<file path="config.mk">
export PLATFORM = sky130hd
export DESIGN_NAME = btn_debouncer_flat
export DESIGN_NICKNAME = d
export VERILOG_FILES = /design/src/rtl/btn_debouncer_pkg.sv /design/src/rtl/btn_debouncer_if.sv /design/src/rtl/debounce_channel.sv /design/src/rtl/btn_debouncer.sv /design/src/flat_wrapper.sv
export SDC_FILE = /design/constraint.sdc
export NUM_CORES = 1
export LEC_CHECK = 0
export CAP_MARGIN = 5
export CORE_MARGIN = 1
export CORE_UTILIZATION = 61
export CTS_BUF_LIST = sky130_fd_sc_hd__clkbuf_4 sky130_fd_sc_hd__clkbuf_8
export DETAILED_ROUTE_END_ITERATION = 10
export GPL_ROUTABILITY_DRIVEN = 0
export MAX_ROUTING_LAYER = met4
export PLACE_DENSITY = 0.88
export SLEW_MARGIN = 40
export SYNTH_ARGS = -nofsm -noshare
export SYNTH_HDL_FRONTEND = slang
export SYNTH_SLANG_ARGS = --single-unit
</file>
<file path="constraint.sdc">
create_clock -name clock -period 3 [get_ports clock]
set_clock_uncertainty 0.15 [all_clocks]
set_input_delay 0.45 -clock clock [delete_from_list [all_inputs] [get_ports clock]]
set_output_delay 0.45 -clock clock [all_outputs]
set_load 0.05 [all_outputs]
</file>
<file path="src/rtl/btn_debouncer_pkg.sv">
// Shared defaults and per-channel state encodings for the push-button debouncer.
// State encoding is {level, counting}, so bit 1 is the accepted level.
package btn_debouncer_pkg;

  localparam int NB_BTN_DEFAULT         = 4;
  localparam int NB_COUNTER_DEFAULT     = 14;
  localparam int DEBOUNCE_LIMIT_DEFAULT = 10000;
  localparam int DEBOUNCE_LIMIT_SIM     = 4;

  typedef enum logic [1:0] {
    ST_LOW       = 2'b00,
    ST_WAIT_HIGH = 2'b01,
    ST_HIGH      = 2'b10,
    ST_WAIT_LOW  = 2'b11
  } state_e;

endpackage

</file>
<file path="src/rtl/btn_debouncer_if.sv">
// Raw button lines in, debounced level and edge pulses out.
interface btn_debouncer_if
  import btn_debouncer_pkg::*;
#(
  parameter int NB_BTN = NB_BTN_DEFAULT
);

  logic [NB_BTN-1:0] i_btn;
  logic [NB_BTN-1:0] o_level;
  logic [NB_BTN-1:0] o_press;
  logic [NB_BTN-1:0] o_release;

  modport master (output i_btn, input o_level, input o_press, input o_release);
  modport slave  (input i_btn, output o_level, output o_press, output o_release);

endinterface

</file>
<file path="src/rtl/debounce_channel.sv">
// One button: 2-FF synchronizer, stability counter and level FSM; all outputs registered.
// A new level is accepted DEBOUNCE_LIMIT+1 edges after it first lands in s1.
module debounce_channel
  import btn_debouncer_pkg::*;
#(
  parameter int NB_COUNTER     = NB_COUNTER_DEFAULT,
  parameter int DEBOUNCE_LIMIT = DEBOUNCE_LIMIT_DEFAULT
) (
  input  logic clock,
  input  logic i_reset,
  input  logic i_btn,
  output logic o_level,
  output logic o_press,
  output logic o_release
);

  localparam logic [NB_COUNTER-1:0] CNT_LAST = NB_COUNTER'(DEBOUNCE_LIMIT - 1);
  localparam logic [NB_COUNTER-1:0] CNT_ONE  = NB_COUNTER'(1);

  logic                  s1;
  logic                  s2;
  state_e                state;
  logic [NB_COUNTER-1:0] cnt;

  always_ff @(posedge clock) begin
    if (!i_reset) begin
      s1        <= 1'b0;
      s2        <= 1'b0;
      state     <= ST_LOW;
      cnt       <= '0;
      o_level   <= 1'b0;
      o_press   <= 1'b0;
      o_release <= 1'b0;
    end else begin
      s1        <= i_btn;
      s2        <= s1;
      o_press   <= 1'b0;
      o_release <= 1'b0;
      case (state)
        ST_LOW: begin
          if (s2) begin
            state <= ST_WAIT_HIGH;
            cnt   <= CNT_ONE;
          end
        end
        ST_WAIT_HIGH: begin
          // Any glitch back to the accepted level restarts the count from scratch.
          if (!s2) begin
            state <= ST_LOW;
            cnt   <= '0;
          end else if (cnt == CNT_LAST) begin
            state   <= ST_HIGH;
            cnt     <= '0;
            o_level <= 1'b1;
            o_press <= 1'b1;
          end else begin
            cnt <= cnt + CNT_ONE;
          end
        end
        ST_HIGH: begin
          if (!s2) begin
            state <= ST_WAIT_LOW;
            cnt   <= CNT_ONE;
          end
        end
        ST_WAIT_LOW: begin
          if (s2) begin
            state <= ST_HIGH;
            cnt   <= '0;
          end else if (cnt == CNT_LAST) begin
            state     <= ST_LOW;
            cnt       <= '0;
            o_level   <= 1'b0;
            o_release <= 1'b1;
          end else begin
            cnt <= cnt + CNT_ONE;
          end
        end
        default: begin
          state <= ST_LOW;
          cnt   <= '0;
        end
      endcase
    end
  end

endmodule

</file>
<file path="src/rtl/btn_debouncer.sv">
// NB_BTN independent debounce channels side by side, no cross-channel interaction.
module btn_debouncer
  import btn_debouncer_pkg::*;
#(
  parameter int NB_BTN         = NB_BTN_DEFAULT,
  parameter int NB_COUNTER     = NB_COUNTER_DEFAULT,
  parameter int DEBOUNCE_LIMIT = DEBOUNCE_LIMIT_DEFAULT
) (
  input  logic            clock,
  input  logic            i_reset,
  btn_debouncer_if.slave  bus
);

  if ((DEBOUNCE_LIMIT < 2) || (DEBOUNCE_LIMIT > (1 << NB_COUNTER))) begin : g_bad_limit
    $error("btn_debouncer: DEBOUNCE_LIMIT out of range for NB_COUNTER");
  end

  for (genvar n = 0; n < NB_BTN; n++) begin : g_ch
    debounce_channel #(
      .NB_COUNTER     (NB_COUNTER),
      .DEBOUNCE_LIMIT (DEBOUNCE_LIMIT)
    ) u_ch (
      .clock     (clock),
      .i_reset   (i_reset),
      .i_btn     (bus.i_btn[n]),
      .o_level   (bus.o_level[n]),
      .o_press   (bus.o_press[n]),
      .o_release (bus.o_release[n])
    );
  end

endmodule
</file>
<file path="src/flat_wrapper.sv">
// flat-port wrapper written by rule: the top's interface ports become plain ports
module btn_debouncer_flat import btn_debouncer_pkg::*;
#(
  parameter int NB_BTN         = NB_BTN_DEFAULT,
  parameter int NB_COUNTER     = NB_COUNTER_DEFAULT,
  parameter int DEBOUNCE_LIMIT = DEBOUNCE_LIMIT_DEFAULT
)
  (clock, i_reset, bus_i_btn, bus_o_level, bus_o_press, bus_o_release);
  btn_debouncer_if #(.NB_BTN(NB_BTN)) bus_i ();
  input  logic clock;
  input  logic i_reset;
  input wire logic [$bits(bus_i.i_btn)-1:0] bus_i_btn;
  output wire logic [$bits(bus_i.o_level)-1:0] bus_o_level;
  output wire logic [$bits(bus_i.o_press)-1:0] bus_o_press;
  output wire logic [$bits(bus_i.o_release)-1:0] bus_o_release;
  assign bus_i.i_btn = bus_i_btn;
  assign bus_o_level = bus_i.o_level;
  assign bus_o_press = bus_i.o_press;
  assign bus_o_release = bus_i.o_release;
  btn_debouncer #(.NB_BTN(NB_BTN), .NB_COUNTER(NB_COUNTER), .DEBOUNCE_LIMIT(DEBOUNCE_LIMIT)) u_core (.clock(clock), .i_reset(i_reset), .bus(bus_i));
endmodule
</file>
==> impl_results.md <==
- Crit-path max FO: 20
- Die footprint: 7515 um^2
- Final Hold Fails: 0
- DP Worst Slack: 0.6911 ns
- Share of synthesized registers carrying an async set or reset: 0%
- DR WL/cell: 15.82 um
- CP peak stage delay: 0.67 ns
- Critical Path End Type: flip-flop
- Die Wd: 86.69 um
- Total GRT Usage: 27.34%
- CP Cell Sequence: or4b_4 > or4_4 > or4_1 > nand3_1
- Bufs and invs on worst path: 0
- First-pass GRT wire length: 16020 um
- Final Power: 2.160 mW
- Setup bufs post-CTS: 0
- Slew Viols, Final: 0
- Remaining DRCs: 0
- CTS Buf Count: 9
- Initial Util: 63.70%
- RSZ-0062 raised after global routing: no
- #FFs+latches synth: 84
- Main synth FF type: dfxtp_1
- Layout area overhead: 7.521%
- Final TNS setup: 0 ns
- Detailed-route via count: 3917
- Post-CTS Resized: 0
- Static Leak: 1.590 nW
- Total gr overflow: 0
- Vias in the first global route: 3551
- IO Port Bufs: 17
- ANT cells: 0
- Clock sink total: 84
- Hold_buf cts: 0
- # IOs: 18
- Post-detailed-placement half-perimeter wirelength: 6353 um
- Die height: 86.69 um
- Clock insertion delay at the later pin of the skew report: 0.36 ns
- Clock transition at the registers of the reported paths: 0.09 ns
- CTS H-Tree Depth: 3
- Cell count after synthesis: 508
- Slew headroom: 51.21%
- Final worst setup slack: 0.6532 ns
- CTS Buffer Depth: 2
- Critical path class: flip-flop to flip-flop
- Rows: 30
- Distinct cells, synth: 60
- Final Cycle Share: 78.23%
- Syn. warnings: 0
- CP max-delay cell: or4_4
- EDFF count, synth: 0
- Hold Path Class: flip-flop to flip-flop
- Syn Area/Cell: 8.613 um^2
- Fillers: 543
- WP data arrival: 2.50 ns
- Tightest Pin Transition: 0.7292 ns
- PwrDens: 459.1 nW/um^2
- Max_cap viols: 0
- Startpoint types: flip-flop
- Fraction of final layout cells sized beyond drive strength 1: 7.073%
- CTS tree: yes
- Routed Antenna Nets: 0
- Max VDD drop: 0.2834 mV
- Count of final setup violators: 0
- Drt first pass iters: 4
- Final nets: 518
- First DRT Iteration DRCs: 219
- Vias/cell: 6.474
- Final WL: 9572 um
- Synthesized Nets: 522
- Synthesized area: 4375 um^2
- CP required: 3.15 ns
- Root Buffer: clkbuf_8
- Core area: 6869 um^2
- Status: completed
- CP top delay family: simple AND/OR/NAND/NOR gates
- Initial antenna violation count: 0
- Largest net degree at the start of global routing: 48
- Register area share after synthesis: 38.43%
- Final Critical Period: 2.347 ns
- Max Freq: 0.4261 GHz
cell families after synthesis:
group                    after synthesis  share of synthesized area [%]
flip-flops                            84                          38.43
buffers and inverters                 52                          6.720
multiplexers                           3                         0.6863
AO/OA/AOI/OAI                        109                          17.04
adder cells (fa/ha/maj)                8                          2.288
AND/OR/NAND/NOR                      226                          29.63
XOR/XNOR                              26                          5.204
metal layers:
| metal | vias up | global-route usage, % | share of wire (%) |
|---|---|---|---|
| li1 | 1897 | - | - |
| met1 | 1861 | 34.03 | 44 |
| met2 | 135 | 45.24 | 49 |
| met3 | 24 | 3.619 | 4.8 |
| met4 | 0 | 10.45 | 1.7 |
| met5 | - | - | 0 |
sequential cells by signal (all words and copies together), names as in the netlist, named ones only:
signal and count:
u_core.g_ch.u_ch.o_release 4, u_core.g_ch.u_ch.o_level 4, u_core.g_ch.u_ch.s1 4, u_core.g_ch.u_ch.state 4, u_core.g_ch.u_ch.cnt 56, u_core.g_ch.u_ch.o_press 4
u_core.g_ch.u_ch.s2 4
placed cells by master, fill, tap and decap left out, drive strengths merged, types with 10 or more instances in the layout:
cell type and count:
nand3 28, nand3b 11, xor2 22, inv 11, a21oi 15, nor3 29, and3 14, and2 15
dfxtp 84, o21ai 16, a31oi 26, nor2 20, nand4 16, clkbuf 11, and4 10, clkdlybuf4s50 17
o211ai 22, nand2 38, nor4 14
Yosys cell counts, drive strengths merged, types with 3 or more instances:
master | count | area [um^2]
dfxtp | 84 | 1682
nand2 | 38 | 142.6
nor3 | 29 | 145.1
nand3 | 28 | 140.1
a31oi | 26 | 162.7
buf | 23 | 185.2
o211ai | 22 | 170.2
xor2 | 22 | 192.7
nor2 | 20 | 75.07
clkbuf | 18 | 67.56
nand4 | 16 | 100.1
o21ai | 16 | 80.07
a21oi | 15 | 78.83
and2 | 15 | 93.84
and3 | 14 | 87.58
nor4 | 14 | 87.58
nand3b | 11 | 82.58
and4 | 10 | 87.58
inv | 10 | 37.54
ha | 8 | 100.1
o2111ai | 6 | 52.55
or3 | 5 | 31.28
or4 | 5 | 45.04
a211oi | 4 | 30.03
nand4b | 4 | 35.03
nor4b | 4 | 35.03
xnor2 | 4 | 35.03
a32oi | 3 | 26.28
mux2i | 3 | 30.03
o311ai | 3 | 26.28
o31a | 3 | 26.28
worst paths after layout:
| path | from | end | slack [ns] | cells past startpoint |
|---|---|---|---|---|
| setup / recovery | u_core.g_ch[0].u_ch.cnt[5] | u_core.g_ch[0].u_ch.o_level | 0.65 | 4 |
| hold / removal | u_core.g_ch[0].u_ch.s1 | u_core.g_ch[0].u_ch.s2 | 0.29 | 1 |
| setup reg to reg | u_core.g_ch[0].u_ch.cnt[5] | u_core.g_ch[0].u_ch.o_level | 0.65 | 4 |
| hold reg to reg | u_core.g_ch[0].u_ch.s1 | u_core.g_ch[0].u_ch.s2 | 0.29 | 1 |
cell type report:
cell class                 count  area, um^2  share of cell area, %
clock buffer                  11       138.9                  2.952
sequential                    84        1682                  35.74
multi-input combinational    372        2400                  51.01
tap                           96       120.1                  2.553
clock inverter                 5       85.08                  1.809
timing repair buffer          26       237.7                  5.053
inverter                      11       41.29                 0.8777
worst register-to-register path: stages, from the launching register on:
cell and delay, ns:
dfxtp_1 0.39, or4b_4 0.55, or4_4 0.67, or4_1 0.45
nand3_1 0.08
where the power goes:
part / switching (mW) / internal [mW]
registers: 0.0181 / 1.13
logic: 0.0672 / 0.0351
clock network: 0.420 / 0.493
through the flow:
stage                     instance area, um^2  utilization [%]  instances  hold WS (ns)
after floorplan                          4375                -        508        0.2619
after global placement                   4481            65.23        589        0.2624
after detailed placement                 4481            65.23        589        0.2695
after CTS                                4705            68.49        605        0.2878
after global routing                     4705            68.49        605        0.3148
final                                    4705            68.49        605        0.2858
Power figures use the tool's default switching activity.
